===== src/rtl/add_lod_pipe.sv =====
// add_lod_pipe: pipelined leading-one / leading-sign normaliser; optional sideband via ADD_LOD_PIPE_SIDEBAND_EN.
// Latency: NS = ceil($clog2(INPUT_WIDTH)/REG_EVERY) cycles, 1 word/cycle.
// Backpressure: valid/ready per stage, empty stages fill under stall, in_ready = !vld0 || rdy0.
module add_lod_pipe #(
    parameter int INPUT_WIDTH = 48,
    parameter int REG_EVERY   = 2
`ifdef ADD_LOD_PIPE_SIDEBAND_EN
    ,
    parameter int SB_WIDTH    = 8
`endif
) (
    input  logic                             clk,
    input  logic                             rst_n,
    input  logic                             in_valid,
    output logic                             in_ready,
    input  logic [INPUT_WIDTH-1:0]           in_detect,
    input  logic                             in_mode,
`ifdef ADD_LOD_PIPE_SIDEBAND_EN
    input  logic [SB_WIDTH-1:0]              in_sb,
    output logic [SB_WIDTH-1:0]              out_sb,
`endif
    output logic                             out_valid,
    input  logic                             out_ready,
    output logic [$clog2(INPUT_WIDTH+1)-1:0] zero_nums,
    output logic [INPUT_WIDTH-1:0]           out_shift,
    output logic                             all_zero
);

    localparam int W  = INPUT_WIDTH;
    localparam int L  = $clog2(W);
    localparam int NS = (L + REG_EVERY - 1) / REG_EVERY;
    localparam int ZW = $clog2(W + 1);
    localparam logic [W-1:0] ONES = '1;

    // Per-word payload carried through the shift tree.
    typedef struct packed {
        logic [W-1:0]        dat;
        logic [ZW-1:0]       cnt;
        logic                mode;
        logic                az;
        logic                sgn;
`ifdef ADD_LOD_PIPE_SIDEBAND_EN
        logic [SB_WIDTH-1:0] sb;
`endif
    } stg_t;

    stg_t          stg_in;
    stg_t          stg_up  [NS];
    stg_t          stg_q   [NS];
    logic [NS-1:0] stg_vld;
    logic [NS-1:0] up_vld;
    logic [NS-1:0] stg_ld;

    // Degenerate words are flagged up front; the tree alone would overshoot their count.
    always_comb begin
        stg_in      = '0;
        stg_in.dat  = in_detect;
        stg_in.mode = in_mode;
        stg_in.sgn  = in_detect[W-1];
        stg_in.az   = in_mode ? ((&in_detect) || (~|in_detect)) : (~|in_detect);
`ifdef ADD_LOD_PIPE_SIDEBAND_EN
        stg_in.sb   = in_sb;
`endif
    end

    always_comb begin
        up_vld[0] = in_valid;
        stg_up[0] = stg_in;
        for (int k = 1; k < NS; k++) begin
            up_vld[k] = stg_vld[k-1];
            stg_up[k] = stg_q[k-1];
        end
    end

    // Ready ripples back from the output so bubbles collapse under stall.
    always_comb begin
        logic r;
        r = out_ready;
        for (int k = NS - 1; k >= 0; k--) begin
            stg_ld[k] = !stg_vld[k] || r;
            r         = stg_ld[k];
        end
    end

    assign in_ready = stg_ld[0];

    for (genvar k = 0; k < NS; k++) begin : g_stg
        localparam int HI = L - 1 - k * REG_EVERY;
        localparam int LO = (HI - REG_EVERY + 1 > 0) ? (HI - REG_EVERY + 1) : 0;

        stg_t         nxt;
        stg_t         q;
        logic         vld;
        logic [W-1:0] msk;

        // Mode 1 compares one extra bit so the sign bit itself is kept.
        always_comb begin
            nxt = stg_up[k];
            msk = '0;
            for (int j = HI; j >= LO; j--) begin
                msk = nxt.mode ? ~(ONES >> ((1 << j) + 1)) : ~(ONES >> (1 << j));
                if (((nxt.dat & msk) == '0) || (nxt.mode && ((nxt.dat & msk) == msk))) begin
                    nxt.dat    = nxt.dat << (1 << j);
                    nxt.cnt[j] = 1'b1;
                end
            end
            if ((k == NS - 1) && nxt.az) begin
                nxt.cnt        = nxt.mode ? ZW'(W - 1) : ZW'(W);
                nxt.dat        = '0;
                nxt.dat[W-1]   = nxt.mode & nxt.sgn;
            end
        end

        always_ff @(posedge clk or negedge rst_n) begin
            if (!rst_n) begin
                vld <= 1'b0;
                q   <= '0;
            end else if (stg_ld[k]) begin
                vld <= up_vld[k];
                if (up_vld[k]) begin
                    q <= nxt;
                end
            end
        end

        assign stg_q[k]   = q;
        assign stg_vld[k] = vld;
    end

    assign out_valid = stg_vld[NS-1];
    assign zero_nums = stg_q[NS-1].cnt;
    assign out_shift = stg_q[NS-1].dat;
    assign all_zero  = stg_q[NS-1].az;
`ifdef ADD_LOD_PIPE_SIDEBAND_EN
    assign out_sb    = stg_q[NS-1].sb;
`endif

endmodule


===== config.mk =====
export PLATFORM = sky130hd
export DESIGN_NAME = add_lod_pipe
export DESIGN_NICKNAME = d
export VERILOG_FILES = /design/src/rtl/add_lod_pipe.sv
export SDC_FILE = /design/constraint.sdc
export NUM_CORES = 1
export LEC_CHECK = 0
export ABC_AREA = 1
export BUFFER_PORTS_ARGS = -buffer_cell sky130_fd_sc_hd__buf_2
export CAP_MARGIN = 40
export CORE_MARGIN = 3
export CORE_UTILIZATION = 55
export DETAILED_ROUTE_END_ITERATION = 7
export PLACE_DENSITY = 0.8
export REMOVE_ABC_BUFFERS = 1
export SLEW_MARGIN = 20
export SYNTH_ARGS = -nofsm -noshare
export SYNTH_HDL_FRONTEND = slang
export SYNTH_SLANG_ARGS = --single-unit

===== constraint.sdc =====
create_clock -name clk -period 4.3 [get_ports clk]
set_clock_uncertainty 0.2 [all_clocks]
set_input_delay 0.86 -clock clk [delete_from_list [all_inputs] [get_ports clk]]
set_output_delay 0.86 -clock clk [all_outputs]
set_load 0.02 [all_outputs]

==> metrics.cfg, run 1 <==
[sta]
clock.fmax_ghz=0.292
setup-tns-final_ns=0
hold_violations=0
fin_crit_ns=3.42
maxSlewViolCount=0
setup_violations=0
slew_headroom_pct=53.2
rsz0062_at_grt=no
period_share_pct=79.6
tightest_slew_ns=0.702

[layout]
post-route-util_pct=64.6
n_antenna_cell=0
seq_area_um2=4150
fillers=1513
multi_input_area_um2=4600
fin_nets=1476
area_growth_pct=13.1
drive_above_1_share_pct=13.7

[die]
initial_core_util_pct=57.1
io_pins=110
die_width_um=138
fp-row-count=47
core_um2=16900
die_h_um=138
dieArea_um2=19100

[yosys]
syn-cell-area_um2=9640
synth_cells=1354
synth-edff-count=0
synth_flop_cell=dfrtp_1
netlist_top_cells_area=dfrtp_1, nand2_1, nand3_1
seq_area_frac_synth_pct=43.1
synth-warning-count=0
synth_top_cell_area_share_pct=43.1
synthTopCellsByCount=nand2_1, nand3_1, dfrtp_1, inv_1, o21ai_0
async_flop_share_pct=100
syn_area_per_cell_um2=7.12
synth.most_common_cell=nand2_1
synth_seq_cells=166
synth.largest_area_cell=dfrtp_1
synthDistinctLibCells=37

[global_route]
grt_pass1_vias=8450
antenna_found_initial=0
use_met1_pct=40.3
use_met2_pct=42.7
grt-busiest-layer=met2
grt_overflow=0
grt_pass1_wl_um=44000
grt.total_usage_pct=28.0
grt_max_degree=95
gr-usage-met3_pct=4.77

[critical_path]
worstPathMaxFanout=33
critPathRequiredTime_ns=4.42
path_class=in2reg
cp-end-kind=flip-flop
r2r-start=g_stg[0].q[48]$_DFFE_PN0P_
crit_start=in_detect[35]
cp.arrival_ns=3.54
cp-start-kind=input port

[routing]
finalWirelength_um=26600
drc=0
firstDrtPassIters=6
drt_iter0_drc=1056
viasPerCell=5.61
routedWlPerCell_um=16.1
antenna_left=0
vias=9278

[clock_network]
cts-root-buf=clkbuf_16
postCtsHoldBufs=0
clock-sinks=166
post_cts_buffers=0
clockBufferDepth=2
cts_buffers=17
clk_pin_slew_ns=0.07
htree_num_levels=4
clk-insertion-delay-late_ns=0.42
cts_tree=done
cts-resized-gates=0

[status]
status=complete, no violations

[place]
io_buffers=109
finalWeightedCongestion=1.06
dp_hpwl_um=19800

[min_path]
hold_path.class=in2async

[power_and_ir_drop]
leakage_nw=5.50
powerDensity_nw_per_um2=587
peakVddDrop_v=0.000335

[job]
drv_cap=0

-- per-stage QoR --
step                cells  area [µm²]  worst slack, ns  hold slack [ns]  power, mW
finish               1655       10900            0.878           0.0553       6.40
global route         1655       10900            0.565           0.0458       6.87
CTS                  1653       10900            0.890            0.283       6.40
detailed placement   1622       10300            0.505            0.267       4.83
global placement     1622       10300            0.545            0.260       4.75
floorplan            1270        9220            -1.54            0.248       4.00
-- kinds of logic after synthesis --
logic type	count (synthesis)	share of synthesized area [%]
buffers and inverters	212	9.28
muxes	28	2.91
AOI/OAI and AO/OA	166	9.70
DFF	166	43.1
and+or+nand+nor	782	35.0
-- worst max-delay path, cell delays in order --
cell and delay, ns:
buf_2 0.11, inv_2 0.06, nand2_1 0.05, nor2_1 0.14, nand2_1 0.09, nor2_2 0.15
nand3_4 0.21, nand2_4 0.33, buf_4 0.24, nand2_1 0.06, nand2_1 0.08, nor2_1 0.04
nand2_1 0.06, nor2_1 0.04, nand3_2 0.08, buf_4 0.29, nand3_2 0.31, o21ai_0 0.29
-- routing by layer --
metal	share of wire [%]	wire length [µm]	vias to the layer above
met2	45	12000	354
met5	0	0	-
met3	6.3	1690	61
met1	45	12000	4293
li1	-	-	4570
met4	3.5	935	0
-- worst paths after layout --
kind,to,slack [ns],cells after the start
min in group clk,out_shift[27]$_DFFE_PN0P_,0.28,2
setup / recovery,g_stg[0].q[12]$_DFFE_PN0P_,0.88,18
setup reg to reg,g_stg[1].q[26]$_DFFE_PN0P_,1.30,11
max in group asynchronous,out_shift[4]$_DFFE_PN0P_,2.85,3
hold / removal,g_stg[1].vld$_DFFE_PN0P_,0.06,1
hold reg to reg,out_shift[27]$_DFFE_PN0P_,0.28,2
-- flip-flops by register name, indices dropped and copies added (netlist names) --
register,flops
g_stg.q,108
out_shift,48
zero_nums,6
g_stg.vld,2
all_zero,1
out_valid,1
-- final cells by class --
type,count,area share (%)
clock buffers,20,4.19
clock inverters,11,1.37
inverters,128,4.41
multi-input cells,976,42.2
flip-flops and latches,166,38.1
well taps,220,2.52
repair buffers,134,7.19
-- report_power, final --
group	leakage (nW)	internal (mW)	total [mW]	switching, mW
registers	2.09	2.05	2.35	0.297
clock network	0.289	0.944	1.56	0.616
logic	3.13	0.771	2.49	1.72
total	5.50	3.77	6.40	2.63
-- cell usage in the layout, fill, tap and decap left out, drive strengths merged --
cell        n
nand2     452
nand3     243
dfrtp     166
buf       134
o21ai     131
inv       129
nor2       65
mux2i      28
clkbuf     20
a32oi      10
nand4      10
o211ai      8
nor4        7
o22ai       5
a21oi       5
clkinv      4
bufinv      3
clkinvlp    3
and2        2
a32o        2
nor3        2
or3         1
a21boi      1
o31ai       1
o221a       1
a311oi      1
o22a        1
(Power assumes the default switching activity.)
==> run 2: changes to the inputs <==
--- a/config.mk
+++ b/config.mk
@@ -5,13 +5,13 @@
 export SDC_FILE = /design/constraint.sdc
 export NUM_CORES = 1
 export LEC_CHECK = 0
-export ABC_AREA = 1
+export ABC_AREA = 0
 export BUFFER_PORTS_ARGS = -buffer_cell sky130_fd_sc_hd__buf_2
 export CAP_MARGIN = 40
 export CORE_MARGIN = 3
-export CORE_UTILIZATION = 55
+export CORE_UTILIZATION = 53
 export DETAILED_ROUTE_END_ITERATION = 7
-export PLACE_DENSITY = 0.8
+export PLACE_DENSITY = 0.81
 export REMOVE_ABC_BUFFERS = 1
 export SLEW_MARGIN = 20
 export SYNTH_ARGS = -nofsm -noshare
==> constraint.sdc (replaced) <==
create_clock -name clk -period 3.1 [get_ports clk]
set_clock_uncertainty 0.2 [all_clocks]
set_input_delay 0.62 -clock clk [delete_from_list [all_inputs] [get_ports clk]]
set_output_delay 0.62 -clock clk [all_outputs]
set_load 0.02 [all_outputs]
==> run 2 against run 1 <==
Compared with the run above: design area decreased by 5.9%; sequential share of layout area increased by 2.4 points; flip-flop and latch count is the same; core utilization down 0.45 points; non-clock buffer count rose by 7; first-iteration DRC count is 34% lower; combinational power grew 18%; global-route usage down 2.1 points; wire length down 13%; largest power group is now registers.
==> metrics.cfg, run 2 <==
[power_and_ir_drop]
intPower_mw=5.28
power_frac_comb_pct=35.3
swShare_pct=36.7
leakage_nw=4.59
powerDensity_nw_per_um2=812
clkPwrFrac_pct=26.1
power_switching_mw=3.06
p_seq_share_pct=38.7
peakVddDrop_v=0.000446

[critical_path]
crit_start=g_stg[0].q[56]$_DFFE_PN0P_
crit_chain=nor4_1 > and3_2 > mux2_2 > and3_1 > a32o_2 > buf_12 > nor3_1 > a221o_1
cp.arrival_ns=3.08
reg2reg_slack_ns=0.18
r2r-start=g_stg[0].q[56]$_DFFE_PN0P_
ff2ff_path_depth=8
cp-start-kind=flip-flop
crit_end=g_stg[1].q[20]$_DFFE_PN0P_
worstPathMaxFanout=54
cp-end-kind=flip-flop
critPathRequiredTime_ns=3.26
critPathMaxStageDelay_ns=0.44
path_depth=8
path_class=reg2reg
cp_slowest_cell=dfrtp_1
crit_buf_inv=1
critPathTopFamily=simple AND/OR/NAND/NOR gates
r2r-end=g_stg[1].q[20]$_DFFE_PN0P_

[routing]
drc=0
finalWirelength_um=23100
vias=7345
firstDrtPassIters=6
viasPerCell=6.02
routedWlPerCell_um=18.9
antenna_left=0
drt_iter0_drc=696

[place]
dp_hpwl_um=16900
io_buffers=109
dpl_cell_area_um2=9630
dp.cells=1184
finalWeightedCongestion=1.00

[global_route]
grt_overflow=0
grt.total_usage_pct=25.9
grt_pass1_wl_um=37200
grt_max_degree=67
grt_pass1_vias=6967
antenna_found_initial=0

[sta]
clock.fmax_ghz=0.343
hold_slack_ns=0.245
tightest_slew_ns=0.541
setup_violations=0
slew_headroom_pct=63.9
fin_crit_ns=2.92
period_share_pct=94.1
maxSlewViolCount=0
hold_violations=0
setup-tns-final_ns=0

[yosys]
synth_cells=897
synth-warning-count=0
synth_seq_cells=166
synth_flop_cell=dfrtp_1
seq_area_frac_synth_pct=47.4
synth_top_cell_area_share_pct=47.4
synth.most_common_cell=dfrtp_1
synthDistinctLibCells=44
netlist_top_cells_area=dfrtp_1, mux2i_1, a22o_1
syn-cell-area_um2=8760
syn_area_per_cell_um2=9.76
synth-edff-count=0
synth.largest_area_cell=dfrtp_1
async_flop_share_pct=100
synthTopCellsByCount=dfrtp_1, mux2i_1, nand2_1, a22o_1, o21ai_0

[clock_network]
cts-root-buf=clkbuf_16
clockBufferDepth=2
clk_pin_slew_ns=0.07
htree_num_levels=4
clock-sinks=166
clk-insertion-delay-late_ns=0.42
cts_tree=done
cts_buffers=17

[layout]
layout_commonest_cell=dfrtp_1
design_area_um2=10300
post-route-util_pct=64.2
max_flop_register=g_stg.q
drive_above_1_share_pct=18.8
final_cells=1220
layout_common_cells=dfrtp_1, mux2i_1, nand2_1
fin_nets=1044
area_growth_pct=17.2
fillers=1346
n_antenna_cell=0
largest_reg_flops=108

[die]
initial_core_util_pct=54.7
die_width_um=135
dieArea_um2=18100
fp-row-count=46
core_um2=16000
die_h_um=135
io_pins=110

[job]
drv_cap=0

[status]
status=complete, no violations

[min_path]
hold_path.class=in2reg

-- run 2: worst min-delay path by stage --
| stage | from | endpoint | slack (ns) | cells after the start |
|---|---|---|---|---|
| after floorplan | rst_n | all_zero$_DFFE_PN0P_ | 0.12 | 0 |
| after global placement | g_stg[0].q[7]$_DFFE_PN0P_ | g_stg[1].q[7]$_DFFE_PN0P_ | 0.25 | 2 |
| after detailed placement | g_stg[0].q[7]$_DFFE_PN0P_ | g_stg[1].q[7]$_DFFE_PN0P_ | 0.25 | 2 |
| after CTS | in_valid | g_stg[0].vld$_DFFE_PN0N_ | 0.24 | 2 |
| after global routing | in_valid | g_stg[0].vld$_DFFE_PN0N_ | 0.26 | 2 |
| final | in_valid | g_stg[0].vld$_DFFE_PN0N_ | 0.25 | 2 |
-- run 2: final cells by class --
cell class                      count  area, µm²  share of cell area, %
Sequential cell                   166       4150                   40.5
Multi-Input combinational cell    624       4200                   40.9
Inverter                           41        154                   1.50
Clock inverter                     13        171                   1.67
Tap cell                          216        270                   2.63
Timing Repair Buffer              141        882                   8.59
Clock buffer                       19        433                   4.22
-- run 2: worst register-to-register path, delay by kind of cell, from the launching register on --
family / cells / cell delay, ns
buf+inv: 1 / 0.22
compound gates: 2 / 0.50
flops: 1 / 0.44
simple gates: 4 / 1.15
mux: 1 / 0.35
-- run 2: through the flow --
| stage | total power [mW] | worst slack (ns) |
|---|---|---|
| finish | 8.33 | 0.182 |
| CTS | 8.36 | 0.138 |
| global route | 8.81 | -0.00181 |
| floorplan | 5.30 | -3.68 |
| global placement | 6.10 | -0.0465 |
| detailed placement | 6.17 | 0.149 |
-- run 2: power by group through the flow --
stage | clock network (mW) | registers, mW | logic [mW]
3_5_place_dp | 0 | 3.25 | 2.93
6_report | 2.17 | 3.22 | 2.94
3_3_place_gp | 0 | 3.23 | 2.87
5_1_grt | 2.29 | 3.30 | 3.23
2_1_floorplan | 0 | 3.52 | 1.79
4_1_cts | 2.19 | 3.21 | 2.95
-- run 2: per-layer routing --
layer / track usage [%] / share of wire [%] / vias to the layer above
met3: 5.29 / 7.3 / 38
met1: 37.9 / 46 / 3519
met4: 9.16 / 2.4 / 0
li1: - / - / 3467
met2: 38.5 / 44 / 321
met5: 0 / 0 / -
-- run 2: cells by family after synthesis --
group,count (synthesis),share of synthesized area [%]
compound gates,236,18.9
buf+inv,107,5.11
flops,166,47.4
mux,139,16.0
simple gates,249,12.6
-- run 2: repair_timing --
action                                 in CTS  in global routing
resized for setup                           0                  1
setup buffers                               0                  3
hold buffers                                1                  0
setup endpoints to repair                   0                 35
endpoints found under the hold margin      49                  0
